===== config.mk =====
export PLATFORM = sky130hd
export DESIGN_NAME = dcache_mshr_flat
export DESIGN_NICKNAME = d
export VERILOG_FILES = /design/src/rtl/dcache_mshr_if.sv /design/src/rtl/dcache_mshr.sv /design/src/flat_wrapper.sv
export SDC_FILE = /design/constraint.sdc
export NUM_CORES = 1
export LEC_CHECK = 0
export BUFFER_PORTS_ARGS = -buffer_cell sky130_fd_sc_hd__buf_4
export CORE_ASPECT_RATIO = 1.4
export CORE_UTILIZATION = 30
export CTS_CLUSTER_DIAMETER = 30
export DETAILED_ROUTE_END_ITERATION = 10
export HOLD_SLACK_MARGIN = 0.15
export SYNTH_ARGS = -nofsm -noshare
export SYNTH_HDL_FRONTEND = slang
export SYNTH_SLANG_ARGS = --single-unit
export TNS_END_PERCENT = 30

===== constraint.sdc =====
create_clock -name clk -period 7 [get_ports clk]
set_input_delay 0 -clock clk [delete_from_list [all_inputs] [get_ports clk]]
set_output_delay 0 -clock clk [all_outputs]
set_load 0.03 [all_outputs]

===== src/rtl/dcache_mshr_if.sv =====
// Memory-side bus between the MSHR sequencer (master) and the memory model/controller (slave).
// One request in flight at a time; read data returns on a single-cycle rvalid pulse.
interface dcache_mshr_if;
    logic        mem_req;
    logic        mem_we;
    logic [31:0] mem_addr;
    logic [31:0] mem_wdata;
    logic        mem_ready;
    logic        mem_rvalid;
    logic [31:0] mem_rdata;

    modport master (
        output mem_req, mem_we, mem_addr, mem_wdata,
        input  mem_ready, mem_rvalid, mem_rdata
    );

    modport slave (
        input  mem_req, mem_we, mem_addr, mem_wdata,
        output mem_ready, mem_rvalid, mem_rdata
    );
endinterface


===== src/rtl/dcache_mshr.sv =====
// Two-entry miss status holding registers with a one-transaction-at-a-time memory sequencer.
// Optional MSHR_STATS_EN adds load/evict/full-cycle counters; otherwise the stat ports read 0.
module dcache_mshr #(
    parameter int          NUM_ENTRIES = 2,
    parameter logic [31:0] INV_ADDR    = 32'hFFFF_FFFF
) (
    input  logic          clk,
    input  logic          rst,
    input  logic          load_valid,
    input  logic          evict_valid,
    input  logic [31:0]   addr_load,
    input  logic [31:0]   addr_evict,
    input  logic [31:0]   evict_data,
    input  logic [4:0]    mshr_regD_in,
    input  logic          load_way_in,
    output logic [31:0]   addr1,
    output logic [31:0]   addr2,
    output logic [31:0]   addr3,
    output logic [31:0]   addr4,
    output logic          mshr_full,
    output logic          mshr_done_pulse,
    output logic [31:0]   mshr_addr_out,
    output logic [31:0]   mshr_data_out,
    output logic [4:0]    mshr_regD_out,
    output logic          load_way_out,
    output logic [31:0]   stat_loads,
    output logic [31:0]   stat_evicts,
    output logic [31:0]   stat_full_cycles,
    dcache_mshr_if.master mem
);

    typedef enum logic [2:0] {
        E_FREE, E_EVICT_PEND, E_LOAD_PEND, E_LOAD_ISSUED, E_DONE
    } ent_state_t;

    typedef enum logic [1:0] {
        M_IDLE, M_WR_REQ, M_RD_REQ, M_RD_WAIT
    } mem_state_t;

    ent_state_t  r_ent_state    [NUM_ENTRIES];
    logic        r_ent_has_load [NUM_ENTRIES];
    logic [31:0] r_ent_laddr    [NUM_ENTRIES];
    logic [31:0] r_ent_eaddr    [NUM_ENTRIES];
    logic [31:0] r_ent_edata    [NUM_ENTRIES];
    logic [4:0]  r_ent_regd     [NUM_ENTRIES];
    logic        r_ent_way      [NUM_ENTRIES];
    logic        r_older;
    logic        r_full;

    mem_state_t  r_mstate, w_mstate_next;
    logic        r_cur, w_cur_next;
    logic        r_mem_req, w_mem_req_next;
    logic        r_mem_we, w_mem_we_next;
    logic [31:0] r_mem_addr, w_mem_addr_next;
    logic [31:0] r_mem_wdata, w_mem_wdata_next;

    logic        r_done_pulse;
    logic [31:0] r_done_addr;
    logic [31:0] r_done_data;
    logic [4:0]  r_done_regd;
    logic        r_done_way;

    logic [NUM_ENTRIES-1:0] w_free;
    logic [NUM_ENTRIES-1:0] w_pend;
    logic [31:0] w_trk_load  [NUM_ENTRIES];
    logic [31:0] w_trk_evict [NUM_ENTRIES];
    logic        w_alloc_ok;
    logic        w_alloc_idx;
    logic        w_pick_idx;
    logic        w_wr_accept;
    logic        w_rd_accept;
    logic        w_rd_fill;

    genvar gi;
    generate
        for (gi = 0; gi < NUM_ENTRIES; gi++) begin : g_ent
            assign w_free[gi]      = (r_ent_state[gi] == E_FREE);
            assign w_pend[gi]      = (r_ent_state[gi] == E_EVICT_PEND) || (r_ent_state[gi] == E_LOAD_PEND);
            assign w_trk_load[gi]  = (!w_free[gi] && r_ent_has_load[gi]) ? r_ent_laddr[gi] : INV_ADDR;
            assign w_trk_evict[gi] = (r_ent_state[gi] == E_EVICT_PEND) ? r_ent_eaddr[gi] : INV_ADDR;
        end
    endgenerate

    assign addr1 = w_trk_load[0];
    assign addr2 = w_trk_evict[0];
    assign addr3 = w_trk_load[1];
    assign addr4 = w_trk_evict[1];

    // Allocation looks only at pre-edge state, so an entry freeing this edge is not reused until next cycle.
    assign w_alloc_idx = w_free[0] ? 1'b0 : 1'b1;
    assign w_alloc_ok  = (load_valid | evict_valid) & (|w_free) & ~r_full;
    assign w_pick_idx  = w_pend[r_older] ? r_older : ~r_older;

    always_comb begin
        w_mstate_next    = r_mstate;
        w_cur_next       = r_cur;
        w_mem_req_next   = r_mem_req;
        w_mem_we_next    = r_mem_we;
        w_mem_addr_next  = r_mem_addr;
        w_mem_wdata_next = r_mem_wdata;
        w_wr_accept      = 1'b0;
        w_rd_accept      = 1'b0;
        w_rd_fill        = 1'b0;
        case (r_mstate)
            M_IDLE: begin
                if (|w_pend) begin
                    w_cur_next     = w_pick_idx;
                    w_mem_req_next = 1'b1;
                    if (r_ent_state[w_pick_idx] == E_EVICT_PEND) begin
                        w_mstate_next    = M_WR_REQ;
                        w_mem_we_next    = 1'b1;
                        w_mem_addr_next  = r_ent_eaddr[w_pick_idx];
                        w_mem_wdata_next = r_ent_edata[w_pick_idx];
                    end else begin
                        w_mstate_next    = M_RD_REQ;
                        w_mem_we_next    = 1'b0;
                        w_mem_addr_next  = r_ent_laddr[w_pick_idx];
                        w_mem_wdata_next = 32'd0;
                    end
                end
            end
            M_WR_REQ, M_RD_REQ: begin
                if (mem.mem_ready) begin
                    w_wr_accept      = (r_mstate == M_WR_REQ);
                    w_rd_accept      = (r_mstate == M_RD_REQ);
                    w_mstate_next    = (r_mstate == M_WR_REQ) ? M_IDLE : M_RD_WAIT;
                    w_mem_req_next   = 1'b0;
                    w_mem_we_next    = 1'b0;
                    w_mem_addr_next  = 32'd0;
                    w_mem_wdata_next = 32'd0;
                end
            end
            M_RD_WAIT: begin
                if (mem.mem_rvalid) begin
                    w_rd_fill     = 1'b1;
                    w_mstate_next = M_IDLE;
                end
            end
            default: w_mstate_next = M_IDLE;
        endcase
    end

    always_ff @(posedge clk) begin
        if (rst) begin
            r_mstate     <= M_IDLE;
            r_cur        <= 1'b0;
            r_mem_req    <= 1'b0;
            r_mem_we     <= 1'b0;
            r_mem_addr   <= 32'd0;
            r_mem_wdata  <= 32'd0;
            r_done_pulse <= 1'b0;
            r_done_addr  <= 32'd0;
            r_done_data  <= 32'd0;
            r_done_regd  <= 5'd0;
            r_done_way   <= 1'b0;
        end else begin
            r_mstate     <= w_mstate_next;
            r_cur        <= w_cur_next;
            r_mem_req    <= w_mem_req_next;
            r_mem_we     <= w_mem_we_next;
            r_mem_addr   <= w_mem_addr_next;
            r_mem_wdata  <= w_mem_wdata_next;
            r_done_pulse <= w_rd_fill;
            r_done_addr  <= w_rd_fill ? r_ent_laddr[r_cur] : 32'd0;
            r_done_data  <= w_rd_fill ? mem.mem_rdata : 32'd0;
            r_done_regd  <= w_rd_fill ? r_ent_regd[r_cur] : 5'd0;
            r_done_way   <= w_rd_fill ? r_ent_way[r_cur] : 1'b0;
        end
    end

    always_ff @(posedge clk) begin
        if (rst) begin
            r_older <= 1'b0;
            r_full  <= 1'b0;
            for (int i = 0; i < NUM_ENTRIES; i++) begin
                r_ent_state[i]    <= E_FREE;
                r_ent_has_load[i] <= 1'b0;
                r_ent_laddr[i]    <= 32'd0;
                r_ent_eaddr[i]    <= 32'd0;
                r_ent_edata[i]    <= 32'd0;
                r_ent_regd[i]     <= 5'd0;
                r_ent_way[i]      <= 1'b0;
            end
        end else begin
            r_full <= ~(|w_free);
            if (w_alloc_ok)
                r_older <= ~w_alloc_idx;
            for (int i = 0; i < NUM_ENTRIES; i++) begin
                if (w_alloc_ok && (w_alloc_idx == 1'(i))) begin
                    r_ent_state[i]    <= evict_valid ? E_EVICT_PEND : E_LOAD_PEND;
                    r_ent_has_load[i] <= load_valid;
                    r_ent_laddr[i]    <= addr_load;
                    r_ent_eaddr[i]    <= addr_evict;
                    r_ent_edata[i]    <= evict_data;
                    r_ent_regd[i]     <= mshr_regD_in;
                    r_ent_way[i]      <= load_way_in;
                end else if (w_wr_accept && (r_cur == 1'(i))) begin
                    r_ent_state[i] <= r_ent_has_load[i] ? E_LOAD_PEND : E_FREE;
                end else if (w_rd_accept && (r_cur == 1'(i))) begin
                    r_ent_state[i] <= E_LOAD_ISSUED;
                end else if (w_rd_fill && (r_cur == 1'(i))) begin
                    r_ent_state[i] <= E_DONE;
                end else if (r_ent_state[i] == E_DONE) begin
                    r_ent_state[i] <= E_FREE;
                end
            end
        end
    end

`ifdef MSHR_STATS_EN
    logic [31:0] r_stat_loads, r_stat_evicts, r_stat_full;

    always_ff @(posedge clk) begin
        if (rst) begin
            r_stat_loads  <= 32'd0;
            r_stat_evicts <= 32'd0;
            r_stat_full   <= 32'd0;
        end else begin
            if (w_alloc_ok && load_valid)
                r_stat_loads <= r_stat_loads + 32'd1;
            if (w_alloc_ok && evict_valid)
                r_stat_evicts <= r_stat_evicts + 32'd1;
            if (r_full)
                r_stat_full <= r_stat_full + 32'd1;
        end
    end

    assign stat_loads       = r_stat_loads;
    assign stat_evicts      = r_stat_evicts;
    assign stat_full_cycles = r_stat_full;
`else
    assign stat_loads       = 32'd0;
    assign stat_evicts      = 32'd0;
    assign stat_full_cycles = 32'd0;
`endif

    assign mshr_full       = r_full;
    assign mshr_done_pulse = r_done_pulse;
    assign mshr_addr_out   = r_done_addr;
    assign mshr_data_out   = r_done_data;
    assign mshr_regD_out   = r_done_regd;
    assign load_way_out    = r_done_way;
    assign mem.mem_req     = r_mem_req;
    assign mem.mem_we      = r_mem_we;
    assign mem.mem_addr    = r_mem_addr;
    assign mem.mem_wdata   = r_mem_wdata;

endmodule


===== src/flat_wrapper.sv =====
// flat-port wrapper written by rule: the top's interface ports become plain ports
module dcache_mshr_flat 
#(
    parameter int          NUM_ENTRIES = 2,
    parameter logic [31:0] INV_ADDR    = 32'hFFFF_FFFF
)
  (clk, rst, load_valid, evict_valid, addr_load, addr_evict, evict_data, mshr_regD_in, load_way_in, addr1, addr2, addr3, addr4, mshr_full, mshr_done_pulse, mshr_addr_out, mshr_data_out, mshr_regD_out, load_way_out, stat_loads, stat_evicts, stat_full_cycles, mem_mem_req, mem_mem_we, mem_mem_addr, mem_mem_wdata, mem_mem_ready, mem_mem_rvalid, mem_mem_rdata);
  dcache_mshr_if mem_i ();
  input  logic clk;
  input  logic rst;
  input  logic load_valid;
  input  logic evict_valid;
  input  logic [31:0] addr_load;
  input  logic [31:0] addr_evict;
  input  logic [31:0] evict_data;
  input  logic [4:0] mshr_regD_in;
  input  logic load_way_in;
  output logic [31:0] addr1;
  output logic [31:0] addr2;
  output logic [31:0] addr3;
  output logic [31:0] addr4;
  output logic mshr_full;
  output logic mshr_done_pulse;
  output logic [31:0] mshr_addr_out;
  output logic [31:0] mshr_data_out;
  output logic [4:0] mshr_regD_out;
  output logic load_way_out;
  output logic [31:0] stat_loads;
  output logic [31:0] stat_evicts;
  output logic [31:0] stat_full_cycles;
  output wire logic [$bits(mem_i.mem_req)-1:0] mem_mem_req;
  output wire logic [$bits(mem_i.mem_we)-1:0] mem_mem_we;
  output wire logic [$bits(mem_i.mem_addr)-1:0] mem_mem_addr;
  output wire logic [$bits(mem_i.mem_wdata)-1:0] mem_mem_wdata;
  input wire logic [$bits(mem_i.mem_ready)-1:0] mem_mem_ready;
  input wire logic [$bits(mem_i.mem_rvalid)-1:0] mem_mem_rvalid;
  input wire logic [$bits(mem_i.mem_rdata)-1:0] mem_mem_rdata;
  assign mem_mem_req = mem_i.mem_req;
  assign mem_mem_we = mem_i.mem_we;
  assign mem_mem_addr = mem_i.mem_addr;
  assign mem_mem_wdata = mem_i.mem_wdata;
  assign mem_i.mem_ready = mem_mem_ready;
  assign mem_i.mem_rvalid = mem_mem_rvalid;
  assign mem_i.mem_rdata = mem_mem_rdata;
  dcache_mshr #(.NUM_ENTRIES(NUM_ENTRIES), .INV_ADDR(INV_ADDR)) u_core (.clk(clk), .rst(rst), .load_valid(load_valid), .evict_valid(evict_valid), .addr_load(addr_load), .addr_evict(addr_evict), .evict_data(evict_data), .mshr_regD_in(mshr_regD_in), .load_way_in(load_way_in), .addr1(addr1), .addr2(addr2), .addr3(addr3), .addr4(addr4), .mshr_full(mshr_full), .mshr_done_pulse(mshr_done_pulse), .mshr_addr_out(mshr_addr_out), .mshr_data_out(mshr_data_out), .mshr_regD_out(mshr_regD_out), .load_way_out(load_way_out), .stat_loads(stat_loads), .stat_evicts(stat_evicts), .stat_full_cycles(stat_full_cycles), .mem(mem_i));
endmodule

==> impl_metrics.ini <==
[run_status]
status = finished with violations
violations = DRC

[sta]
hold_viol_final = 0
period_needed_ns = 3.32
finalClockSkew_ns = 0.0252
post-route-period-util_pct = 47.4
slew_violations = 0
setup_tns_ns = 0
setup_viol = 0
rsz0062_at_grt = false
worst_pin_slew_ns = 1.27
max-slew-margin-rel_pct = 15.1
holdWs_ns = 0.181
fmax_mhz = 301

[finish]
diodes = 0
drive_gt1_share_pct = 35.8
nets = 2022
fin_area_sq_um = 23000
area_growth_pct = 50.6

[synthesis]
syn_area_sq_um = 15200
syn_area_per_cell_sq_um = 11.9
ys.warnings.count = 0
async_flop_share_pct = 0
synth_edf_count = 212
yosysTopAreaCell = edfxtp_1
synth_ff_type = edfxtp_1
synth_cells = 1284
yosysUniqueCellTypes = 59
seq_area_frac_synth_pct = 60.4
ys_top_cells_by_count = edfxtp_1, dfxtp_1, and2_1
synth_seq_cells = 354
synth_top_area_share_pct = 41.8
yosys-top-cells-area = edfxtp_1, dfxtp_1, and2_1, buf_4, mux2i_1
yosysMostFrequentCell = edfxtp_1

[place]
place_area_sq_um = 18400
dpl.hpwl_um = 32800
place.gp.congestion = 0.824
io_buffers = 405

[worst_setup_path]
path_max_fanout = 58
cp-start-kind = register
endpoint_kind = register
slowest_delay_ns = 0.83
crit_slowest_cell = buf_4
cp_cell_sequence = or3_4 -> nor2_1 -> a21oi_1 -> inv_4 -> buf_4 -> or2_1
crit_type = register to register
cp.arrival_ns = 3.62
cp.required_ns = 7.30

[routing]
vias = 11635
top_layer_used = met5
drt.antenna.violating_nets = 0
drt_iter0_drc = 533
drt-total-wl_um = 49700
met1_length_um = 16900
viasPerCell = 4.50
wl_met3_um = 2980
drc = 94
met2_length_um = 27800
dr.pass1.iters = 11
routedWlPerCell_um = 19.2

[pwr]
peakVddDrop_uv = 330
p_leak_nw = 9.62
p_per_area_nw_per_um2 = 501

[clock_tree]
clk_pin_slew_ns = 0.05
htreeDepth = 3
cts_tree = yes
clockRootBuffer = clkbuf_16
worst_skew_pair.late_latency_ns = 0.61
ctsResizeCount = 0
clkSinkCount = 354
cts-buffers-inserted = 77
ctsLongestPathBuffers = 3

[die]
io_pins = 502
core-area_sq_um = 50100
die_w_um = 193
die_area_sq_um = 51700
std_cell_rows = 97
start_util_pct = 30.4
die_h_um = 269

[hold_path]
hold_class = primary input to register

[run]
drv_cap = 0

[global_routing]
grt_pass1_vias = 12055
track_usage_pct = 18.8
grt_antenna_before_repair = 3
grt_pass1_wl_um = 71000
grt.overflow.total = 0
grt_max_degree = 104
critical path: cells and delay by family (launching register included):
kind | cells | cell delay [ns]
buffers and inverters | 2 | 1.39
flip-flops | 1 | 0.52
AND/OR/NAND/NOR | 3 | 0.87
AO/OA/AOI/OAI | 1 | 0.19
metal layers:
metal  vias to the layer above  GRT usage (%)
met5                         -              0
met4                         6           10.4
met3                        94           4.48
met2                       481           36.2
met1                      5624           17.9
li1                       5430              -
state kept, by name, indices dropped and copies added (netlist names), 2 cells and up:
name / cells
u_core.r_ent_regd: 10
u_core.mshr_data_out: 32
u_core.mem.mem_addr: 32
u_core.r_ent_edata: 64
u_core.r_ent_state: 6
u_core.r_ent_has_load: 2
u_core.r_ent_way: 2
u_core.r_ent_eaddr: 64
u_core.mshr_regD_out: 5
u_core.r_mstate: 2
u_core.mshr_addr_out: 32
u_core.mem.mem_wdata: 32
u_core.r_ent_laddr: 64
final timing paths:
check	to	depth (start not counted)	slack (ns)	start
max reg2reg	u_core.r_ent_state[1][2]	6	3.68	u_core.r_ent_state[1][2]
min	u_core.mshr_data_out[21]	3	0.18	mem_mem_rdata[21]
max	u_core.r_ent_state[1][2]	6	3.68	u_core.r_ent_state[1][2]
min reg2reg	u_core.mem.mem_wdata[20]	2	0.45	u_core.mem.mem_wdata[20]
placed cells by master (no fill, tap or decap), types with 4 or more instances in the layout:
master,instances
or2_2,66
and3_1,32
nand2_1,76
o21ai_1,32
clkinvlp_4,6
dlygate4sd3_1,173
bufinv_16,9
mux2i_1,70
inv_6,7
buf_4,415
o22a_1,32
nor3_1,4
clkbuf_8,7
and2_1,136
clkinv_4,12
edfxtp_1,212
nor2_1,114
clkinv_2,5
ha_1,5
clkbuf_1,9
a211oi_2,30
a21oi_1,7
o31ai_2,30
inv_1,72
clkbuf_16,82
conb_1,96
dfxtp_1,141
repair_timing:
action / 4_1_cts / 5_1_grt
setup buffers: 0 / 0
endpoints found under the hold margin: 282 / 0
hold buffers: 173 / 0
setup endpoints to repair: 0 / 0
cells by family after synthesis:
family,count (synthesis),share of synthesized area [%]
AO/OA/AOI/OAI,159,9.63
XOR/XNOR,2,0.164
adder cells (fa/ha/maj),5,0.410
buffers and inverters,242,9.16
flip-flops,354,60.4
multiplexers,71,4.67
other,1,0.0246
AND/OR/NAND/NOR,450,15.5
final cells by class:
type / count / area, sq um
fill: 4537 / 27200
clock inverter: 46 / 607
sequential: 354 / 9210
inverter: 73 / 277
clock buffer: 98 / 2180
multi-input combinational: 783 / 5030
timing repair buffer: 588 / 4850
tap: 643 / 805
power by group:
part / leakage (nW) / internal [mW] / switching (mW)
combinational: 4.89 / 1.51 / 2.96
clock: 1.35 / 2.57 / 1.23
sequential: 3.39 / 2.88 / 0.365
total: 9.62 / 6.96 / 4.55
stage by stage:
| step | power, mW | utilization (%) | cells | setup slack, ns |
|---|---|---|---|---|
| 2_1_floorplan | 6.18 | - | 1379 | 0.285 |
| 3_3_place_gp | 7.71 | 36.8 | 2268 | 3.63 |
| 3_5_place_dp | 7.76 | 36.8 | 2268 | 3.65 |
| 4_1_cts | 11.7 | 45.8 | 2585 | 3.64 |
| 5_1_grt | 12.0 | 45.8 | 2585 | 3.45 |
| 6_report | 11.5 | 45.8 | 2585 | 3.68 |
No activity file was read; power rests on OpenSTA's default activity.
